--- src/rtl/alu_exec_if.sv ---
// Operation/result handshake bundle between the execute-stage issuer and alu_exec.
// The slave side is the ALU; the master side issues operations and consumes results.
interface alu_exec_if #(
  parameter int XLEN = 32
) ();
  logic            in_valid;
  logic            in_ready;
  logic [3:0]      alu_control;
  logic [XLEN-1:0] src_a;
  logic [XLEN-1:0] src_b;
  logic            out_valid;
  logic            out_ready;
  logic [XLEN-1:0] result;
  logic            zero;
  logic            illegal;

  modport slave (
    input  in_valid, alu_control, src_a, src_b, out_ready,
    output in_ready, out_valid, result, zero, illegal
  );

  modport master (
    output in_valid, alu_control, src_a, src_b, out_ready,
    input  in_ready, out_valid, result, zero, illegal
  );
endinterface

--- src/rtl/alu_exec.sv ---
// Multi-cycle integer ALU: single-cycle arithmetic/logic/compare, serial one-bit-per-cycle
// shifter, result/zero/illegal held on an output handshake until retired.
module alu_exec #(
  parameter int XLEN = 32
) (
  input  logic     clk,
  input  logic     reset_n,
  alu_exec_if.slave bus
);
  localparam int SHW = $clog2(XLEN);

  localparam logic [3:0] OP_ADD = 4'h0;
  localparam logic [3:0] OP_SUB = 4'h1;
  localparam logic [3:0] OP_AND = 4'h2;
  localparam logic [3:0] OP_OR  = 4'h3;
  localparam logic [3:0] OP_XOR = 4'h4;
  localparam logic [3:0] OP_SLT = 4'h5;
  localparam logic [3:0] OP_SLL = 4'h6;
  localparam logic [3:0] OP_SRL = 4'h7;
  localparam logic [3:0] OP_SRA = 4'h8;

  typedef enum logic [1:0] {IDLE, SHIFT, DONE} state_t;

  state_t          state, state_nxt;
  logic            accept;
  logic            is_shift;
  logic            shift_start;
  logic            shift_last;
  logic [SHW-1:0]  shamt;
  logic [XLEN-1:0] calc_res;
  logic            calc_ill;
  logic [XLEN-1:0] work_shifted;

  logic [3:0]      op_p0;
  logic [XLEN-1:0] work_p0;
  logic [SHW-1:0]  cnt_p0;
  logic [XLEN-1:0] result_p1;
  logic            zero_p1;
  logic            illegal_p1;

  // Shift codes land here only with a zero shift amount, where the result is A unchanged.
  function automatic logic [XLEN-1:0] alu_calc(input logic [3:0] op,
                                               input logic [XLEN-1:0] a,
                                               input logic [XLEN-1:0] b);
    logic signed [XLEN-1:0] sa;
    logic signed [XLEN-1:0] sb;
    logic [XLEN-1:0]        r;
    sa = a;
    sb = b;
    case (op)
      OP_ADD:                 r = a + b;
      OP_SUB:                 r = a - b;
      OP_AND:                 r = a & b;
      OP_OR:                  r = a | b;
      OP_XOR:                 r = a ^ b;
      OP_SLT:                 r = {{(XLEN-1){1'b0}}, (sa < sb)};
      OP_SLL, OP_SRL, OP_SRA: r = a;
      default:                r = '0;
    endcase
    return r;
  endfunction

  function automatic logic [XLEN-1:0] shift_one(input logic [3:0] op,
                                                input logic [XLEN-1:0] w);
    logic [XLEN-1:0] r;
    case (op)
      OP_SLL:  r = {w[XLEN-2:0], 1'b0};
      OP_SRL:  r = {1'b0, w[XLEN-1:1]};
      default: r = {w[XLEN-1], w[XLEN-1:1]};
    endcase
    return r;
  endfunction

  assign bus.in_ready  = (state == IDLE) || ((state == DONE) && bus.out_ready);
  assign bus.out_valid = (state == DONE);
  assign bus.result    = result_p1;
  assign bus.zero      = zero_p1;
  assign bus.illegal   = illegal_p1;

  always_comb begin
    shamt        = bus.src_b[SHW-1:0];
    accept       = bus.in_valid && bus.in_ready;
    is_shift     = (bus.alu_control == OP_SLL) || (bus.alu_control == OP_SRL) ||
                   (bus.alu_control == OP_SRA);
    shift_start  = is_shift && (shamt != '0);
    calc_res     = alu_calc(bus.alu_control, bus.src_a, bus.src_b);
    calc_ill     = (bus.alu_control > OP_SRA);
    work_shifted = shift_one(op_p0, work_p0);
    shift_last   = (state == SHIFT) && (cnt_p0 == SHW'(1));
  end

  always_comb begin
    state_nxt = state;
    case (state)
      IDLE, DONE: begin
        if (accept)
          state_nxt = shift_start ? SHIFT : DONE;
        else if ((state == DONE) && bus.out_ready)
          state_nxt = IDLE;
      end
      SHIFT: begin
        if (shift_last)
          state_nxt = DONE;
      end
      default: state_nxt = IDLE;
    endcase
  end

  always_ff @(posedge clk or negedge reset_n) begin
    if (!reset_n)
      state <= IDLE;
    else
      state <= state_nxt;
  end

  // Stage p0: shifter working register and count; stage p1: registered result outputs.
  always_ff @(posedge clk or negedge reset_n) begin
    if (!reset_n) begin
      op_p0      <= '0;
      work_p0    <= '0;
      cnt_p0     <= '0;
      result_p1  <= '0;
      zero_p1    <= 1'b0;
      illegal_p1 <= 1'b0;
    end else if (accept) begin
      if (shift_start) begin
        op_p0   <= bus.alu_control;
        work_p0 <= bus.src_a;
        cnt_p0  <= shamt;
      end else begin
        result_p1  <= calc_res;
        zero_p1    <= (calc_res == '0);
        illegal_p1 <= calc_ill;
      end
    end else if (state == SHIFT) begin
      work_p0 <= work_shifted;
      cnt_p0  <= cnt_p0 - SHW'(1);
      if (shift_last) begin
        result_p1  <= work_shifted;
        zero_p1    <= (work_shifted == '0);
        illegal_p1 <= 1'b0;
      end
    end
  end
endmodule

--- src/flat_wrapper.sv ---
// flat-port wrapper written by rule: the top's interface ports become plain ports
module alu_exec_flat 
#(
  parameter int XLEN = 32
)
  (clk, reset_n, bus_in_valid, bus_alu_control, bus_src_a, bus_src_b, bus_out_ready, bus_in_ready, bus_out_valid, bus_result, bus_zero, bus_illegal);
  alu_exec_if #(.XLEN(XLEN)) bus_i ();
  input  logic clk;
  input  logic reset_n;
  input wire logic [$bits(bus_i.in_valid)-1:0] bus_in_valid;
  input wire logic [$bits(bus_i.alu_control)-1:0] bus_alu_control;
  input wire logic [$bits(bus_i.src_a)-1:0] bus_src_a;
  input wire logic [$bits(bus_i.src_b)-1:0] bus_src_b;
  input wire logic [$bits(bus_i.out_ready)-1:0] bus_out_ready;
  output wire logic [$bits(bus_i.in_ready)-1:0] bus_in_ready;
  output wire logic [$bits(bus_i.out_valid)-1:0] bus_out_valid;
  output wire logic [$bits(bus_i.result)-1:0] bus_result;
  output wire logic [$bits(bus_i.zero)-1:0] bus_zero;
  output wire logic [$bits(bus_i.illegal)-1:0] bus_illegal;
  assign bus_i.in_valid = bus_in_valid;
  assign bus_i.alu_control = bus_alu_control;
  assign bus_i.src_a = bus_src_a;
  assign bus_i.src_b = bus_src_b;
  assign bus_i.out_ready = bus_out_ready;
  assign bus_in_ready = bus_i.in_ready;
  assign bus_out_valid = bus_i.out_valid;
  assign bus_result = bus_i.result;
  assign bus_zero = bus_i.zero;
  assign bus_illegal = bus_i.illegal;
  alu_exec #(.XLEN(XLEN)) u_core (.clk(clk), .reset_n(reset_n), .bus(bus_i));
endmodule
--- config.mk ---
export PLATFORM = sky130hd
export DESIGN_NAME = alu_exec_flat
export DESIGN_NICKNAME = d
export VERILOG_FILES = /design/src/rtl/alu_exec_if.sv /design/src/rtl/alu_exec.sv /design/src/flat_wrapper.sv
export SDC_FILE = /design/constraint.sdc
export NUM_CORES = 1
export LEC_CHECK = 0
export ABC_AREA = 1
export BUFFER_PORTS_ARGS = -buffer_cell sky130_fd_sc_hd__buf_4
export CORE_AREA = 2 2 138 173
export CTS_CLUSTER_DIAMETER = 60
export CTS_CLUSTER_SIZE = 25
export DETAILED_ROUTE_END_ITERATION = 10
export DIE_AREA = 0 0 140 175
export GPL_ROUTABILITY_DRIVEN = 0
export PLACE_DENSITY = 0.68
export SYNTH_ARGS = -nofsm -noshare
export SYNTH_HDL_FRONTEND = slang
export SYNTH_SLANG_ARGS = --single-unit
export TNS_END_PERCENT = 100
--- constraint.sdc ---
create_clock -name clk -period 1.75 [get_ports clk]
set_input_delay 0.2625 -clock clk [delete_from_list [all_inputs] [get_ports clk]]
set_output_delay 0.2625 -clock clk [all_outputs]
set_load 0.03 [all_outputs]
Yosys cells after proc, flatten, opt, wreduce, memory -nomap -nowiden:

Cells that the tools add are included.

* bits in registers: 77
* output and inout port bits: 36
* word-level logic and storage cells: 77

* add/subtract/negate cells: 3
* order comparisons: 2
* equality and inequality tests: 17
* muxes and demuxes: 25
* bitwise operators: 3
* reductions and logical operators: 20

Operators with widths (number)
* $mux 32: 7
* $pmux 32 s7: 1
* $logic_not 32->1: 2
* $pmux 32 s2: 1
* $add 32x32->32: 1
* $and 32x32->32: 1
* $lt 32x32->1: 1
* $or 32x32->32: 1
* $sub 32x32->32: 1
* $xor 32x32->32: 1
* $eq 4x3->1 const B: 6
* $mux 5: 3
* $eq 4x2->1 const B: 2
* $mux 1: 8
* $mux 2: 4
* $reduce_and 2->1: 3
* $eq 5x1->1 const B: 1
* $reduce_bool 5->1: 1
* $sub 5x1->5 const B: 1
* $eq 4x1->1 const B: 1
* $eq 4x4->1 const B: 1
* $gt 4x4->1 const B: 1
* $logic_and 1x1->1: 4
* $logic_not 4->1: 1
* other kinds (12): 16

Logic depth before layout (Yosys ltp):

* word-level depth: 7
* mapped depth: 21
* gate-level depth less buffers: 21

Worst setup path before layout:

No wires, ideal clock.

* path kind: input to register
* start point: input port bus_src_a[0]
* end point: register u_core.zero_p1, in the netlist u_core.bus.zero
* library setup time: 0.077 ns
* arrival: 2.060 ns
* setup slack: -0.387 ns
* stages: 20
* path buffers: 0
* cell sequence: inv_1 > ha_1 > fa_1 > inv_1 > nand2_1 > nand2_1 > nand3_1 > nand2_1 > nand2_1 > nand2_1 > nand3_1 > nand2_1 > nand2_1 > nand3_1 > nand2_1 > nor2_1 > nand2_1 > nor2_1 > nand3_1 > a21oi_1

* longest elaborated chain between the ends: 5
* elaborated cells between the ends (all ways): 10
* classes of those cells: add/sub: 2; order compare: 1; mux: 3; bitwise: 3; reduce/logical: 1

Ends and longest elaborated chain
* start, declared: line flat_wrapper.sv:12 `input wire logic [$bits(bus_i.src_a)-1:0] bus_src_a;`
* $sub 32x32->32, or another cell as far along: line alu_exec.sv:52 `OP_SUB: r = a - b;`
* $pmux 32 s7 *: line alu_exec.sv:50 `case (op)`
* $logic_not 32->1 *: line alu_exec.sv:132 `zero_p1 <= (calc_res == '0);`
* $mux 1 *: line alu_exec.sv:126 `if (shift_start) begin`
* $mux 1 *: line alu_exec.sv:125 `end else if (accept) begin`
* end signal, assigned: line alu_exec.sv:132
* end signal, assigned: line alu_exec.sv:140 `zero_p1 <= (work_shifted == '0);`
* end, declared: line alu_exec.sv:38 `logic zero_p1;`

Every way passes the cells marked *; elsewhere a longest branch is shown, timed or not. The select of a mux whose other input is x is not followed.
A chain may end at the register's enable or synchronous reset.

Worst setup path after layout:

* start point: input port bus_src_a[3]
* end point: register u_core.zero_p1, in the netlist u_core.bus.zero

The elaborated chain is that of the path after synthesis.

==> metrics.md <==
| Metric | Value |
|---|---|
| Antenna cells | 0 |
| Mux contribution to synthesized area | 0% |
| FP Rows | 62 |
| Area growth, synth to finish | 73.7% |
| Post-synthesis cell count | 1,833 |
| Post-Syn Area | 0.0106 mm2 |
| TritonRoute pass-1 iters | 11 |
| Clock period minus final worst setup slack | 2500 ps |
| Post-placement cell area | 0.0145 mm2 |
| Root buffer cell | clkbuf_16 |
| Simple-Gate Fraction of Synth Area | 36.9% |
| WP data arrival | 2770 ps |
| Initial Util | 46.3% |
| Main combinational cell family by area after synthesis | simple AND/OR/NAND/NOR gates |
| # fillers | 1,298 |
| Power Total | 0.0177 W |
| Post-synth EDFFs | 0 |
| Power per cell area | 964 mW/mm2 |
| Worst Hold Class | in -> reg |
| # DRC | 4 |
| Grt total ovfl | 0 |
| Global-route wire length before repair | 71,100 um |
| Initial antenna violation count | 0 |
| Critical path type | in -> reg |
| Worst-path fanout max | 5 |
| Final setup viols | 55 |
| Leakage | 9.34 nW |
| Worst slew pin tran | 567 ps |
| DP HPWL | 34,100 um |
| IO Port Bufs | 107 |
| Max layer used | met4 |
| Asr flop ratio synth | 100% |
| Primary FF master, synth | dfrtp_1 |
| Fin util | 80.5% |
| Post-Synth XOR/XNOR Area | 0.165% |
| Via density | 6.18 |
| Adder-cell area share of the yosys netlist | 13.9% |
| RSZ-0062 raised after global routing | yes |
| Status | finished, violations left |
| Fin area | 0.0184 mm2 |
| Hold slack | 188 ps |
| CP endpoint kind | flip-flop |
| CTS tree | yes |
| Die Span Y | 175 um |
| Io pins | 108 |
| Die area | 0.0245 mm2 |
| Met1 Routed Length | 18,900 um |
| Startpoint types | input pin |
| Clk slew on worst S/H paths | 70 ps |
| Seq cells post-synth | 77 |
| Pin count of the biggest net entering global routing | 41 |
| Avg WL per Cell | 21.7 um |
| Fin worst setup slack | -748 ps |
| Clock Skew | 11.1 ps |
| Met2 routed WL | 24,900 um |
| CTS sink count | 77 |
| Wirelength, routed | 56,800 um |
| Remaining antenna violation count | 0 |
| Sequential cell area fraction in the yosys report | 18.2% |
| Die width | 140 um |
| Initial detailed-routing violation count | 2,261 |
| Req. time, crit path | 2020 ps |
| Post-synthesis compound-gate area fraction | 16.6% |
| Total Routing Usage GR | 36.5% |
| Nets | 2,518 |
| Hold Vio Cnt, Final | 0 |
| Synth cell types | 49 |
| Htree depth | 3 |
| Total of max-cap violations | 0 |
| Dpl ws | -1060 ps |
| Clock latency on the worst-skew pair | 350 ps |
| Num CTS Buffers | 9 |
| Synth warnings | 0 |
| Wire length on met3 | 7070 um |
| Syn nets | 2,022 |
| Relative slew slack | 62.2% |
| Vias | 16,206 |
| Syn Area/Cell | 5.78 um2 |
| Max Transition Viols Final | 0 |
| Placeable Area | 0.0229 mm2 |
| Achievable frequency | 400 MHz |
| Vias in the first global route | 14,100 |
| Clk buf depth | 2 |
| Final period utilization | 143% |
| Fraction of layout cells with a size suffix above 1 | 50.2% |
| Failing checks | design-rule violations, negative setup slack |
| VDD IR max | 0.000671 V |
[cell usage in the layout, fill, tap and decap left out, types with 33 or more instances in the layout]
| master | netlist | layout |
|---|---|---|
| a31oi_1 | 39 | 35 |
| buf_4 | 3 | 461 |
| buf_6 | 1 | 57 |
| dfrtp_1 | 77 | 77 |
| ha_1 | 115 | 79 |
| ha_4 | 0 | 33 |
| inv_1 | 306 | 216 |
| inv_2 | 9 | 82 |
| nand2_1 | 549 | 372 |
| nand2_2 | 0 | 133 |
| nand2_4 | 0 | 44 |
| nand3_1 | 144 | 74 |
| nand3_2 | 1 | 56 |
| nor2_1 | 192 | 121 |
| nor2_2 | 3 | 47 |
| o21ai_0 | 120 | 41 |
| o21ai_2 | 2 | 48 |
[through the flow]
stage                     instances  setup TNS [ps]
after floorplan                1833           -1120
after global placement         2523          -21850
after detailed placement       2523          -24350
after CTS                      2580           -2480
after global routing           2622          -15190
final                          2622          -11620
[metal layers]
layer | vias to the layer above | track usage, %
li1 | 6844 | -
met3 | 601 | 3.64
met2 | 1454 | 61.4
met1 | 7307 | 45.4
met4 | 0 | 21.6
met5 | - | 0
[logic make-up (layout without fill, tap and decap cells)]
logic type | Yosys count | in the layout
and+or+nand+nor | 950 | 950
xor gates and xnor gates | 2 | 2
buffers and inverters | 382 | 883
AOI/OAI and AO/OA | 305 | 305
adders and majority gates | 117 | 117
DFF | 77 | 77
[cells in the mapped netlist, types with 2 or more instances]
cell	n	area, um2
o21bai_1	9	67.6
nor4_1	4	25.0
xor2_1	2	17.5
nor3_2	2	20.0
clkbuf_2	2	10.0
inv_2	9	33.8
o22ai_1	26	163
inv_1	306	1150
ha_1	115	1440
nand4_1	10	62.6
buf_2	35	175
nor3_1	18	90.1
and2_1	2	12.5
o221ai_1	2	17.5
o21ai_2	2	17.5
o21ai_0	120	601
nand2_1	549	2060
nor2_1	192	721
dfrtp_1	77	1930
a221oi_1	15	131
o211ai_1	5	37.5
or2_2	21	131
buf_4	3	22.5
nand3_1	144	721
a21oi_1	73	365
fa_1	2	40.0
clkbuf_1	24	90.1
a31oi_1	39	244
a211oi_1	3	22.5
nor2_2	3	18.8
[what timing repair did]
action,CTS,global route
pin swaps,92,133
hold buffers,1,0
resized for setup,448,438
setup buffers,48,48
endpoints found under the setup margin,51,68
endpoints found under the hold margin,25,0
gates cloned,3,2
[report_power, final]
| part | leakage [nW] | internal (W) | switching [W] |
|---|---|---|---|
| Combinational | 8.31 | 0.00544 | 0.00725 |
| Sequential | 0.909 | 0.00263 | 0.000662 |
| Clock | 0.120 | 0.000956 | 0.000802 |
| Total | 9.34 | 0.00903 | 0.00872 |
[critical path, stage by stage]
cell,delay [ps]
buf_8,110
buf_4,160
ha_1,260
nor2_4,280
nand2_2,120
nand3_1,140
nand2_2,90
buf_4,150
nand2_1,50
o21ai_0,150
nand2_1,150
nand3_2,150
nor2_2,150
nand3_2,160
nor2_2,160
nand3_2,90
a21oi_2,140
[final cells by class]
type                            count  area, um2  share of cell area (%)
Clock buffer                       10        229                    1.24
Clock inverter                      6       40.0                   0.217
Inverter                          316       1240                    6.74
Multi-Input combinational cell   1374       9860                    53.5
Sequential cell                    77       1930                    10.5
Tap cell                          288        360                    1.96
Timing Repair Buffer              551       4760                    25.8
[sequential cells by signal (all words and copies together) (netlist names)]
signal	flops
u_core.bus.result	32
u_core.work_p0	32
u_core.cnt_p0	5
u_core.op_p0	4
u_core.bus.illegal	1
u_core.bus.zero	1
u_core.state	2
[final timing paths]
| kind | start | endpoint | slack [ps] | cells past startpoint |
|---|---|---|---|---|
| max reg2reg | u_core.op_p0[1] | u_core.bus.zero | -550 | 14 |
| min reg2reg | u_core.bus.result[0] | u_core.bus.result[0] | 490 | 2 |
| max | bus_src_a[3] | u_core.bus.zero | -750 | 17 |
| min | bus_out_ready | u_core.state[1] | 190 | 3 |
| max in group asynchronous | reset_n | u_core.work_p0[9] | 790 | 3 |
| min in group asynchronous | reset_n | u_core.cnt_p0[1] | 390 | 2 |
Note: power is estimated with default switching activity, not from simulation.
